[config.mk]
export PLATFORM = sky130hd
export DESIGN_NAME = lp805x_schedfs_core_flat
export DESIGN_NICKNAME = d
export VERILOG_FILES = /design/src/rtl/lp805x_schedfs_pkg.sv /design/src/rtl/lp805x_schedfs_if.sv /design/src/rtl/lp805x_schedfs_core.sv /design/src/flat_wrapper.sv
export SDC_FILE = /design/constraint.sdc
export NUM_CORES = 1
export LEC_CHECK = 0
export CAP_MARGIN = 20
export CORE_AREA = 3 3 41 53
export DETAILED_ROUTE_END_ITERATION = 10
export DIE_AREA = 0 0 44 56
export HOLD_SLACK_MARGIN = 0.05
export PLACE_DENSITY_LB_ADDON = 0.2
export REMOVE_ABC_BUFFERS = 1
export SYNTH_ARGS = -nofsm -noshare
export SYNTH_HDL_FRONTEND = slang
export SYNTH_SLANG_ARGS = --single-unit
export TNS_END_PERCENT = 50
[constraint.sdc]
create_clock -name clk -period 4.08 [get_ports clk]
set_input_delay 0.408 -clock clk [delete_from_list [all_inputs] [get_ports clk]]
set_output_delay 0.408 -clock clk [all_outputs]
set_load 0.005 [all_outputs]
[src/rtl/lp805x_schedfs_pkg.sv]
// Shared constants and FSM encoding for the lp805x frequency-scaling scheduler.
package lp805x_schedfs_pkg;
  localparam int FW    = 9;
  localparam int IW    = 3;
  localparam int P_MSB = 8;

  typedef enum logic {
    ST_IDLE = 1'b0,
    ST_SCAN = 1'b1
  } state_t;
endpackage

[src/rtl/lp805x_schedfs_if.sv]
// Request/result bundle between the clock-select controller and the scheduler core.
interface lp805x_schedfs_if #(
  parameter int FW = lp805x_schedfs_pkg::FW,
  parameter int IW = lp805x_schedfs_pkg::IW
) ();
  logic          enable;
  logic          start;
  logic [FW-1:0] factor;
  logic [IW-1:0] index;

  modport master (output enable, output start, output factor, input  index);
  modport slave  (input  enable, input  start, input  factor, output index);
endinterface

[src/rtl/lp805x_schedfs_core.sv]
// Scans a latched scaling factor MSB-first, one bit per enabled clock, and
// publishes the divider tap (floor(log2(factor)) - 1, or 0 for factor < 2).
module lp805x_schedfs_core #(
  parameter int FW = lp805x_schedfs_pkg::FW,
  parameter int IW = lp805x_schedfs_pkg::IW
) (
  input  logic              clk,
  input  logic              rst,
  lp805x_schedfs_if.slave   bus
);
  import lp805x_schedfs_pkg::*;

  localparam int PW = $clog2(FW);

  state_t        r_state;
  logic [PW-1:0] r_ptr;
  logic [FW-1:0] r_fact;
  logic [IW-1:0] r_index;

  state_t        w_state_nxt;
  logic [PW-1:0] w_ptr_nxt;
  logic [FW-1:0] w_fact_nxt;
  logic [IW-1:0] w_index_nxt;

  always_comb begin
    w_state_nxt = r_state;
    w_ptr_nxt   = r_ptr;
    w_fact_nxt  = r_fact;
    w_index_nxt = r_index;
    // A start pulse always wins, so a scan in flight is discarded and restarted.
    if (bus.start) begin
      w_fact_nxt  = bus.factor;
      w_ptr_nxt   = PW'(P_MSB);
      w_state_nxt = ST_SCAN;
    end else if (r_state == ST_SCAN) begin
      if (r_fact[r_ptr]) begin
        w_index_nxt = IW'(r_ptr - 1'b1);
        w_state_nxt = ST_IDLE;
      end else if (r_ptr == PW'(1)) begin
        w_index_nxt = '0;
        w_state_nxt = ST_IDLE;
      end else begin
        w_ptr_nxt = r_ptr - 1'b1;
      end
    end
  end

  always_ff @(posedge clk or posedge rst) begin
    if (rst) begin
      r_state <= ST_IDLE;
      r_ptr   <= PW'(P_MSB);
      r_fact  <= '0;
      r_index <= '0;
    end else if (bus.enable) begin
      r_state <= w_state_nxt;
      r_ptr   <= w_ptr_nxt;
      r_fact  <= w_fact_nxt;
      r_index <= w_index_nxt;
    end
  end

  assign bus.index = r_index;
endmodule

[src/flat_wrapper.sv]
// flat-port wrapper written by rule: the top's interface ports become plain ports
module lp805x_schedfs_core_flat import lp805x_schedfs_pkg::*;
#(
  parameter int FW = lp805x_schedfs_pkg::FW,
  parameter int IW = lp805x_schedfs_pkg::IW
)
  (clk, rst, bus_enable, bus_start, bus_factor, bus_index);
  lp805x_schedfs_if #(.FW(FW), .IW(IW)) bus_i ();
  input  logic clk;
  input  logic rst;
  input wire logic [$bits(bus_i.enable)-1:0] bus_enable;
  input wire logic [$bits(bus_i.start)-1:0] bus_start;
  input wire logic [$bits(bus_i.factor)-1:0] bus_factor;
  output wire logic [$bits(bus_i.index)-1:0] bus_index;
  assign bus_i.enable = bus_enable;
  assign bus_i.start = bus_start;
  assign bus_i.factor = bus_factor;
  assign bus_index = bus_i.index;
  lp805x_schedfs_core #(.FW(FW), .IW(IW)) u_core (.clk(clk), .rst(rst), .bus(bus_i));
endmodule
==> Word-level counts from Yosys, hierarchy flattened <==
Index checks and enable logic that the tools add are counted.
{ "word_totals": {"regBits": 17, "input_bits": 13, "output_inout_bits": 3, "wordCells": 27} }
{ "op_classes": {"add_sub_neg": 1, "magnitude_cmp": 1, "n_eq_ne": 3, "n_mux": 12, "bitwise": 1, "n_reduce_logical": 5} }
{ "op_table": {"columns": ["op", "count"], "rows": [
  ["4-bit two-way mux", 4],
  ["4-bit AND reduction", 2],
  ["3-bit two-way mux", 2],
  ["4-bit by 5-bit less-than comparator with 1-bit output, second input constant", 1],
  ["1-bit two-way mux", 5],
  ["1-bit binary-select mux with 4-bit select", 1],
  ["4-bit by 1-bit equality test with 1-bit output, second input constant", 1],
  ["2-bit inequality test, second input constant", 2],
  ["2-bit nonzero test", 2],
  ["4-bit by 1-bit subtractor with 4-bit output, second input constant", 1],
  ["2-bit AND reduction", 1],
  ["1-bit NOT", 1]
]} }

==> Depth between registers and ports, before layout <==
{ "depth": {"depth_word": 5, "ltp_mapped": 7, "depth_no_buf": 7} }

==> Worst setup path before layout <==
OpenSTA, ideal clock, no wires.
{ "synth_timing": {"kind": "register to register", "startpoint": "register u_core.r_ptr[0]", "endpoint": "register u_core.r_ptr[0]", "setup_time_ns": 0.121, "t_arrival_ns": 1.743, "required_ns": 3.959, "path_slack_ns": 2.216, "stages_incl_launch_ff": 7, "path_buffers": 1, "period_less_slack_ns": 1.864, "cell_sequence": "dfrtp_1 -> buf_6 -> mux2_4 -> a32o_2 -> nor4b_4 -> o21ai_2 -> a22o_1"} }
{ "synth_via": {"elab_chain_len": 5, "word_cells_on_any_way": 11, "classes_between": "1 x add/sub; 3 x eq/ne; 6 x mux; 1 x reduce/logical"} }
{ "synth_rtl": {"columns": ["element", "line_no", "source"], "rows": [
  ["start, declared", "lp805x_schedfs_core.sv:16", "logic [PW-1:0] r_ptr;"],
  ["start signal, assigned", "lp805x_schedfs_core.sv:51", "r_ptr <= PW'(P_MSB);"],
  ["start signal, assigned", "lp805x_schedfs_core.sv:56", "r_ptr <= w_ptr_nxt;"],
  ["4-bit by 1-bit subtractor with 4-bit output", null, null],
  ["4-bit two-way mux", "lp805x_schedfs_core.sv:39", "end else if (r_ptr == PW'(1)) begin"],
  ["4-bit two-way mux", "lp805x_schedfs_core.sv:36", "if (r_fact[r_ptr]) begin"],
  ["4-bit two-way mux", "lp805x_schedfs_core.sv:35", "end else if (r_state == ST_SCAN) begin"],
  ["4-bit two-way mux", "lp805x_schedfs_core.sv:31", "if (bus.start) begin"]
]} }
Several ways; a longest one is shown, not always the timed one. The select of a mux whose other input is x is not followed.
A chain may end at the register's enable or synchronous reset.

==> Worst setup path after layout <==
Ends and elaborated chain as after synthesis.

==> flow_summary.yaml <==
critical_path:
  cp.required_ps: 4260
  endpoint_kind: "flop"
  critPathMaxFanout: 10
  reg2reg_depth: 5
  path_class: "flop to flop"
  cp-start-kind: "flop"
  regToRegEndpoint: "u_core.r_ptr[0]$_DFFE_PP0P_"
  rrSetupSlack_ps: 2020
  crit_start: "u_core.r_ptr[0]$_DFFE_PP0P_"
  cp.arrival_ps: 2240
  r2r-start: "u_core.r_ptr[0]$_DFFE_PP0P_"
sta:
  post-route-period-util: 0.504
  worstMarginPinSlew_ps: 621
  hold_viol_final: 0
  fin_skew_ps: 2.96
  setup_tns_ps: 0
  maxSlewViolCount: 0
  fmax_mhz: 486
  setup_violations: 0
  min_period_ps: 2060
  rsz0062_at_grt: "no"
  relSlewSlack: 0.585
placed_design:
  gp_congestion: 0.801
  io_buffers: 15
  dpl.hpwl_um: 1330
clocking:
  numClockSinks: 17
  cts_tree: "built"
  clockBufferDepth: 2
  cts_resized: 0
  clkLatencyLatePin_ps: 280
  htreeDepth: 1
  cts_buffers: 3
  cts_setup_buffers: 0
  cts-root-buf: "clkbuf_4"
  clk_pin_slew_ps: 100
  hold_buffers: 0
floorplanning:
  die_h_um: 56
  design.die.area_um2: 2460
  die_w_um: 44
  placeableCoreArea_um2: 1740
  rows: 17
  ios: 16
  start_util: 0.537
layout:
  multiInputGateArea_um2: 457
  fillCellCount: 150
  syn2layout_area_growth_pct: 17.8
  final_common_cell: "dfrtp_1"
  fin_util: 0.632
  drive_gt1_frac: 0.224
  seq_area_um2: 427
  insertedDiodeCount: 0
  fin_nets: 114
  final_cell_mix: "16 x dfrtp_1, 15 x clkdlybuf4s50_1, 10 x mux2_2, 7 x nor2_1"
synthesis:
  synth-edff-count: 0
  ys_ff_latch: 17
  synth_cell_types: 33
  netlist_top_cells_area: "dfrtp_1 43%, mux2_2 12%, mux2i_1 3.2%, dfstp_2 2.8%, nor2_1 2.8%"
  yosysTopAreaCell: "dfrtp_1"
  synth_area_um2: 936
  synth.avg_cell_area_um2: 11.3
  synth_top_area_frac: 0.428
  synth_seq_area_share: 0.456
  ys_async_sr_fraction: 1.00
  synth_cells: 83
  yosysWarnings: 0
  ys.flop_type: "dfrtp_1"
grt:
  grt_max_degree: 18
  antenna_found_initial: 0
  track_usage: 0.157
  overflow: 0
  grt_pass1_wl_um: 2920
  grt_pass1_vias: 703
outcome:
  status: "finished, final reports clean"
power:
  ir_worst_vdd_mv: 0.295
  p_per_area_nw_per_um2: 565
  power_leakage_nw: 0.474
route:
  postRouteAntennaNets: 0
  wl_per_cell_um: 14.5
  drc: 0
  first_pass_iters: 2
  num_vias: 660
  drt_iter0_markers: 1
  finalWirelength_um: 1700
  viasPerCell: 5.64
hold_path:
  hold_path.class: "input pin to asynchronous set/reset pin"
flow_run:
  maxCapViolCount: 0
==> power by group <==
part / leakage, nW / internal (W) / switching, W
Combinational: 0.257 / 0.000148 / 0.000114
Clock: 0.0150 / 0.0000379 / 0.0000509
Sequential: 0.202 / 0.000216 / 0.0000557
==> Yosys cell counts (2+ instances only) <==
cell      number
mux2i_1        3
o21ai_0        4
mux2_2        10
ha_1           2
nand3b_1       2
nor2_1         7
inv_1          5
nand3_1        2
nand2b_1       2
buf_6          2
dfrtp_1       16
nand2_1        5
nor3b_1        3
==> sequential cells by signal, summed over array words and instances (netlist names) <==
register / flops
u_core.r_fact: 9
u_core.r_state: 1
u_core.r_ptr: 4
u_core.bus.index: 3
==> per-stage QoR <==
step	std cells	worst slack [ps]	hold WS, ps	total power [W]	area [um^2]
after floorplan	79	2180	333	0.000449	902
after global placement	113	2090	464	0.000523	1080
after detailed placement	113	2040	475	0.000538	1080
after CTS	117	2020	498	0.000626	1100
after global routing	117	1890	537	0.000665	1100
final	117	2020	488	0.000623	1100
==> cell type report <==
| cell class | count | area share |
|---|---|---|
| Inverter | 5 | 0.0170 |
| Sequential cell | 17 | 0.387 |
| Clock buffer | 4 | 0.0238 |
| Timing Repair Buffer | 15 | 0.136 |
| Multi-Input combinational cell | 57 | 0.414 |
| Tap cell | 19 | 0.0216 |
==> cells by family (layout without fill, tap and decap cells) <==
family                     Yosys count  in the layout  synth area share
DFF                                 17             17             0.456
adders and majority gates            2              2            0.0267
buffers and inverters                9             24            0.0561
xor gates and xnor gates             1              1           0.00936
muxes                               14             14             0.168
AOI/OAI and AO/OA                   14             14             0.118
and+or+nand+nor                     26             26             0.166
==> per-layer routing <==
metal | share of wire | track usage
met2 | 0.51 | 0.260
met1 | 0.42 | 0.169
met3 | 0.028 | 0.0291
met4 | 0.039 | 0.112
met5 | 0 | 0
==> worst max-delay path, cell delays in order, from the launching register on <==
cell and delay [ps]:
dfrtp_1 570, mux2_2 380, a32o_2 270, nor4b_4 410, o21ai_2 100, a22o_1 230
==> worst max-delay path by stage <==
stage	end	slack [ps]
after CTS	u_core.r_ptr[0]$_DFFE_PP0P_	2020
after global routing	u_core.r_ptr[0]$_DFFE_PP0P_	1890
after detailed placement	u_core.r_ptr[0]$_DFFE_PP0P_	2040
after floorplan	u_core.r_ptr[0]$_DFFE_PP0P_	2180
after global placement	u_core.r_ptr[0]$_DFFE_PP0P_	2090
final	u_core.r_ptr[0]$_DFFE_PP0P_	2020
(Power assumes the default switching activity.)
